==> src/rtl/branch_resolve_predict.sv <==
// Branch resolution and bimodal direction prediction.
// EX-stage MIPS conditional branches are evaluated and the outcome registered
// one cycle later; a table of 2-bit saturating counters indexed by word PC
// supplies IF with a taken/not-taken guess, and saturating statistics
// counters record resolved branches and mispredicts.
module branch_resolve_predict #(
  parameter int DATA_W    = 32,
  parameter int PC_W      = 32,
  parameter int BHT_DEPTH = 64,
  parameter int PRED_MODE = 1,
  parameter int CNT_W     = 32
) (
  input  logic              clk,
  input  logic              rst,
  input  logic [PC_W-1:0]   f_pc,
  output logic              f_pred_taken,
  input  logic              r_valid,
  input  logic [PC_W-1:0]   r_pc,
  input  logic [5:0]        r_op,
  input  logic [4:0]        r_rt,
  input  logic [DATA_W-1:0] r_a,
  input  logic [DATA_W-1:0] r_b,
  input  logic              r_pred_taken,
  output logic              res_valid,
  output logic              res_taken,
  output logic              res_mispredict,
  output logic [CNT_W-1:0]  branch_cnt,
  output logic [CNT_W-1:0]  mispred_cnt
);

  localparam int IDX_W = (BHT_DEPTH > 1) ? $clog2(BHT_DEPTH) : 1;

  localparam logic [5:0] OP_REGIMM = 6'b000001;
  localparam logic [5:0] OP_BEQ    = 6'b000100;
  localparam logic [5:0] OP_BNE    = 6'b000101;
  localparam logic [5:0] OP_BLEZ   = 6'b000110;
  localparam logic [5:0] OP_BGTZ   = 6'b000111;

  localparam logic [4:0] RT_BLTZ   = 5'b00000;
  localparam logic [4:0] RT_BGEZ   = 5'b00001;
  localparam logic [4:0] RT_BLTZAL = 5'b10000;
  localparam logic [4:0] RT_BGEZAL = 5'b10001;

  logic is_branch;
  logic cond_taken;
  logic resolve;
  logic mispredict;
  logic a_zero;
  logic a_neg;
  logic a_eq_b;
  logic unused_pc_bits;

  assign a_zero     = (r_a == '0);
  assign a_neg      = r_a[DATA_W-1];
  assign a_eq_b     = (r_a == r_b);
  assign resolve    = r_valid & is_branch;
  assign mispredict = cond_taken ^ r_pred_taken;

  // Only the index bits of the PCs feed the table; the rest are deliberately dropped.
  assign unused_pc_bits = ^{f_pc, r_pc};

  // Decode the opcode/rt pair into "is a conditional branch" and its direction.
  always_comb begin
    is_branch  = 1'b0;
    cond_taken = 1'b0;
    case (r_op)
      OP_BEQ: begin
        is_branch  = 1'b1;
        cond_taken = a_eq_b;
      end
      OP_BNE: begin
        is_branch  = 1'b1;
        cond_taken = !a_eq_b;
      end
      OP_BGTZ: begin
        is_branch  = 1'b1;
        cond_taken = !a_neg && !a_zero;
      end
      OP_BLEZ: begin
        is_branch  = 1'b1;
        cond_taken = a_neg || a_zero;
      end
      OP_REGIMM: begin
        case (r_rt)
          RT_BGEZ, RT_BGEZAL: begin
            is_branch  = 1'b1;
            cond_taken = !a_neg;
          end
          RT_BLTZ, RT_BLTZAL: begin
            is_branch  = 1'b1;
            cond_taken = a_neg;
          end
          default: begin
            is_branch  = 1'b0;
            cond_taken = 1'b0;
          end
        endcase
      end
      default: begin
        is_branch  = 1'b0;
        cond_taken = 1'b0;
      end
    endcase
  end

  // Register the resolution; direction and mispredict read as 0 when nothing resolved.
  always_ff @(posedge clk or posedge rst) begin
    if (rst) begin
      res_valid      <= 1'b0;
      res_taken      <= 1'b0;
      res_mispredict <= 1'b0;
    end else begin
      res_valid      <= resolve;
      res_taken      <= resolve & cond_taken;
      res_mispredict <= resolve & mispredict;
    end
  end

  // Saturating statistics: hold at all-ones rather than wrapping.
  always_ff @(posedge clk or posedge rst) begin
    if (rst) begin
      branch_cnt  <= '0;
      mispred_cnt <= '0;
    end else if (resolve) begin
      if (branch_cnt != '1) begin
        branch_cnt <= branch_cnt + 1'b1;
      end
      if (mispredict && (mispred_cnt != '1)) begin
        mispred_cnt <= mispred_cnt + 1'b1;
      end
    end
  end

  generate
    if (PRED_MODE == 1) begin : g_bht
      logic [1:0]       bht [BHT_DEPTH];
      logic [IDX_W-1:0] f_idx;
      logic [IDX_W-1:0] r_idx;

      assign f_idx = f_pc[IDX_W+1:2];
      assign r_idx = r_pc[IDX_W+1:2];

      // Read-before-write: a same-index update this cycle is seen only after the edge.
      assign f_pred_taken = bht[f_idx][1];

      // Train the resolving branch's counter toward its actual direction.
      always_ff @(posedge clk or posedge rst) begin
        if (rst) begin
          for (int i = 0; i < BHT_DEPTH; i++) begin
            bht[i] <= 2'b01;
          end
        end else if (resolve) begin
          if (cond_taken) begin
            if (bht[r_idx] != 2'b11) begin
              bht[r_idx] <= bht[r_idx] + 2'b01;
            end
          end else begin
            if (bht[r_idx] != 2'b00) begin
              bht[r_idx] <= bht[r_idx] - 2'b01;
            end
          end
        end
      end
    end else begin : g_static
      assign f_pred_taken = 1'b0;
    end
  endgenerate

endmodule
==> config.mk <==
export PLATFORM = sky130hd
export DESIGN_NAME = branch_resolve_predict
export DESIGN_NICKNAME = d
export VERILOG_FILES = /design/src/rtl/branch_resolve_predict.sv
export SDC_FILE = /design/constraint.sdc
export NUM_CORES = 1
export LEC_CHECK = 0
export BUFFER_PORTS_ARGS = -buffer_cell sky130_fd_sc_hd__buf_2
export CORE_ASPECT_RATIO = 0.75
export CORE_MARGIN = 1.5
export CORE_UTILIZATION = 25
export DETAILED_ROUTE_END_ITERATION = 8
export GPL_TIMING_DRIVEN = 0
export HOLD_SLACK_MARGIN = 0.02
export PLACE_DENSITY = 0.49
export SLEW_MARGIN = 20
export SYNTH_ARGS = -nofsm -noshare
export SYNTH_HDL_FRONTEND = slang
export SYNTH_SLANG_ARGS = --single-unit
==> constraint.sdc <==
create_clock -name clk -period 5.3 [get_ports clk]
set_input_delay 0.53 -clock clk [delete_from_list [all_inputs] [get_ports clk]]
set_output_delay 0.53 -clock clk [all_outputs]
set_load 0.02 [all_outputs]
==> summary by stage <==
Outcome
The run finished with clean final reports.

Clock tree
The H-tree was split into 4 levels. The CTS buffer count is 17. The post-cts hold buffer count is 0. The clock sink count is ~200. The number of setup buffers added after CTS is 0. The cell at the root of the clock tree is sky130_fd_sc_hd__clkbuf_16. The maximum clock insertion buffer count is 2. TritonCTS built the clock tree. The clock latency on the worst-skew pair is 0.47 ns. Post-CTS repair changed the size of 0 cells. Clock-pin slew was measured on the worst setup and hold paths at around 0.070 ns.

Min path
The worst hold path belongs to the class input port to async pin.

Timing
Setup repair after global routing left no endpoint under its margin. The hold violation count in the final report is 0. Hold is met by 0.1615 ns. The final critical-path required period is approximately 5.1 ns. For the final routed database, the setup TNS stands at 0 ns. Clock skew on the completed layout was measured at around 0.015 ns.

The final clock period utilization by the worst path is a little over nine tenths. Measured against its own limit, the worst slew margin works out to 25.80%. Setup violations remaining at the end of the flow were counted as 0.

The highest clock frequency the design can meet is between 150 and 200 MHz. The transition at the pin with the smallest max-transition slack is ~1.1 ns. The max-slew violation count is 0.

Finish
Across the whole layout, storage elements account for about 5000 sq um. The ratio of cells with drive above 1 in the final layout is approximately 30%. The count of cells in the finished layout, fillers not included, comes to 1933. The top cell types in the final layout, fill and taps aside, are sky130_fd_sc_hd__buf_2, sky130_fd_sc_hd__nor3_1, sky130_fd_sc_hd__dfrtp_1. 0 antenna diodes ended up in the layout. The fill cell total of the finished layout is about 4800. Leaving out fill and tap cells, the most frequent cell in the layout is sky130_fd_sc_hd__buf_2. The layout overhead on the synthesized area is 20.18%. In the final layout, the multi-input gates occupy 6252 sq um. The final layout net count is around 1400.

Placed design
At the end of routability-driven placement, the weighted congestion stood at 0.8761. The final HPWL from detailed placement is 30000 microns. The count of port buffers added during placement is ~150. The total placed cells including tap cells is approximately 1900.

Floorplan
The overall die width is 252.5 microns. The initial cell density of the core is about a quarter. The height of the chip is ~190 microns. In this run the count of I/O pins placed on the die edge is approximately 210. The die covers about 48000 sq um. The core region is around 46000 sq um. The floorplan has between 60 and 70 rows.

Setup path
The kind of start point of the critical path is an input port. Counting cells, the worst reg-to-reg path comes to 14. In this design, the stage delay of the slowest critical-path cell is around 0.62 ns. The slowest stage of the critical path belongs to the cell sky130_fd_sc_hd__clkbuf_1. The arrival time at the worst endpoint is between 5 and 6 ns. Of all nets on the critical path, the largest fanout is 10. The kind of end point of the critical path is a flop. Traced cell by cell, the critical path runs through buf_2 -> buf_2 -> nand3_2 -> o22ai_1 -> or4_1 -> nand2_1 -> and3_1 -> nand4_1 -> buf_4 -> buf_6 -> inv_1 -> ha_1 -> clkbuf_1 -> clkbuf_1 -> nor3_1 -> mux2i_1 -> mux2_2. STA puts the critical path data required time at around 5.7 ns. The setup path with the least slack is of type input port to flop.

The critical path launch point is r_pc[4].

Synthesis
The count of flip-flops with a built-in enable after synthesis is 0. The post-synthesis register bit count is roughly 200. The post-synthesis area per instance is 10.50 sq um. After synthesis, the cell types taking the most area are sky130_fd_sc_hd__dfrtp_1, sky130_fd_sc_hd__dfstp_2, sky130_fd_sc_hd__mux2_2. The most area-hungry cell type in the Yosys netlist is sky130_fd_sc_hd__dfrtp_1. After synthesis, the netlist uses 60 different library cells. The top cell type by area accounts for 28.10% of the synthesized area. The net count after synthesis is between 1000 and 1500. The post-synthesis instance total is around 1100. During synthesis, Yosys emitted a total of 0 warnings. Sequential elements use 42.51% of the synthesized area. The async set or reset register ratio after synthesis is 100.0%. The cell area that synthesis handed to floorplanning was between 10000 and 15000 sq um. The most common flop cell mapped by yosys is sky130_fd_sc_hd__dfrtp_1.

Detailed routing
The total routed wirelength is between 40000 and 50000 microns. Summing over every cut layer, the via total after detailed routing is between 10000 and 15000. The average via count per standard cell is about 5.2. The residual DRC count is 0. The number of nets still failing antenna checks after routing is 0. In the final routed layout, each cell accounts on average for ~22 microns. The first routing iteration left 1045 violations. The pre-antenna-repair detailed-routing pass consisted of 7 iterations.

Global route
The all-layer global routing usage is between 10% and 20%. The total grt overflow is 0. The initial antenna violation count was 1. The via count of the first global-routing pass was ~10000. The first global-routing pass estimated 63740 microns of wire. The largest net degree at the start of global routing is 34.

Pwr
The leakage power is 6.057 nW. VDD sags by at most approximately 0.2 mV. The overall power of the completed layout is around 0.0035 W. Power spread over the standard cell area amounts to ~250 nW/um^2.

Job
The tool flagged a number of max-cap violations equal to 0.
-- final timing paths --
| check | endpoint | slack (ns) |
|---|---|---|
| max | flop | 0.16 |
| min | mispred_cnt[6] | 0.16 |
| max reg2reg | flop | 0.53 |
| min reg2reg | branch_cnt[9] | 0.48 |
| max in group asynchronous | async pin | 4.00 |
| min in group clk | branch_cnt[9] | 0.48 |
-- layout make-up --
| cell class | count | share of cell area (%) |
|---|---|---|
| Multi-Input combinational cell | 817 | 44.59 |
| Sequential cell | 195 | 35.37 |
| Timing Repair Buffer | 160 | 6.389 |
| Tap cell | 630 | 5.621 |
| Clock buffer | 18 | 3.132 |
| Buffer | 86 | 3.114 |
| Clock inverter | 14 | 1.410 |
| Inverter | 13 | 0.3748 |
-- per-layer routing --
layer	routed length, microns	part of all wire, %	GRT usage, %	vias to the layer above
li1	-	-	-	4524
met1	19190	45	24.87	5094
met2	18230	43	26.08	452
met3	3521	8.3	4.734	78
met4	1335	3.2	6.633	0
met5	0	0	0	-
-- worst max-delay path, delay by kind of cell --
| kind | cells | cell delay, ns |
|---|---|---|
| multiplexers | 2 | 0.75 |
| AND/OR/NAND/NOR | 6 | 1.92 |
| buffers and inverters | 7 | 1.98 |
| adder cells (fa/ha/maj) | 1 | 0.16 |
| AO/OA/AOI/OAI | 1 | 0.15 |
-- kinds of logic (layout without fill, tap and decap cells) --
| kind of cell | Yosys count | count (layout) | share of synthesized area [%] |
|---|---|---|---|
| and+or+nand+nor | 406 | 406 | 18.10 |
| buffers and inverters | 99 | 291 | 4.161 |
| xor gates and xnor gates | 96 | 96 | 7.206 |
| adders and majority gates | 4 | 4 | 0.4290 |
| muxes | 153 | 153 | 16.10 |
| AOI/OAI and AO/OA | 158 | 158 | 11.50 |
| DFF | 195 | 195 | 42.51 |
-- per-stage QoR --
| step | utilization (%) | worst slack (ns) | instance area (sq um) |
|---|---|---|---|
| floorplan | - | 1.599 | 11670 |
| global placement | 28.72 | -0.2429 | 13220 |
| detailed placement | 29.05 | -0.1498 | 13370 |
| CTS | 30.43 | 0.3457 | 14010 |
| global route | 30.46 | 0.08554 | 14020 |
| finish | 30.46 | 0.1576 | 14020 |
-- synthesized netlist by cell type (3+ instances only) --
cell type and count:
sky130_fd_sc_hd__nand3b_1 3, sky130_fd_sc_hd__dfrtp_1 131, sky130_fd_sc_hd__ha_1 4, sky130_fd_sc_hd__clkbuf_1 58, sky130_fd_sc_hd__or4_1 6, sky130_fd_sc_hd__dfstp_2 64
sky130_fd_sc_hd__and3b_1 3, sky130_fd_sc_hd__nor2_1 27, sky130_fd_sc_hd__nand3_1 31, sky130_fd_sc_hd__a22o_1 65, sky130_fd_sc_hd__nor4_1 19, sky130_fd_sc_hd__buf_1 3
sky130_fd_sc_hd__buf_2 9, sky130_fd_sc_hd__and4_1 7, sky130_fd_sc_hd__inv_1 13, sky130_fd_sc_hd__a22oi_1 35, sky130_fd_sc_hd__mux2i_1 65, sky130_fd_sc_hd__nor3b_1 5
sky130_fd_sc_hd__mux2_2 67, sky130_fd_sc_hd__nor3_1 138, sky130_fd_sc_hd__o41ai_1 3, sky130_fd_sc_hd__o22ai_1 30, sky130_fd_sc_hd__xnor2_1 50, sky130_fd_sc_hd__buf_6 12
sky130_fd_sc_hd__a211oi_4 8, sky130_fd_sc_hd__nand2_1 95, sky130_fd_sc_hd__mux4_2 21, sky130_fd_sc_hd__buf_4 3, sky130_fd_sc_hd__nand4_1 31, sky130_fd_sc_hd__xor2_1 46
sky130_fd_sc_hd__and3_1 17, sky130_fd_sc_hd__and2_1 7
-- power breakdown --
group | switching (W) | leakage (nW) | internal, W | total (W)
logic | 0.000314 | 3.28 | 0.000150 | 0.000465
registers | 0.0000381 | 2.47 | 0.00152 | 0.00156
clock network | 0.000643 | 0.311 | 0.000812 | 0.00146
total | 0.000996 | 6.06 | 0.00249 | 0.00348
No activity file was read; power rests on OpenSTA's default activity.
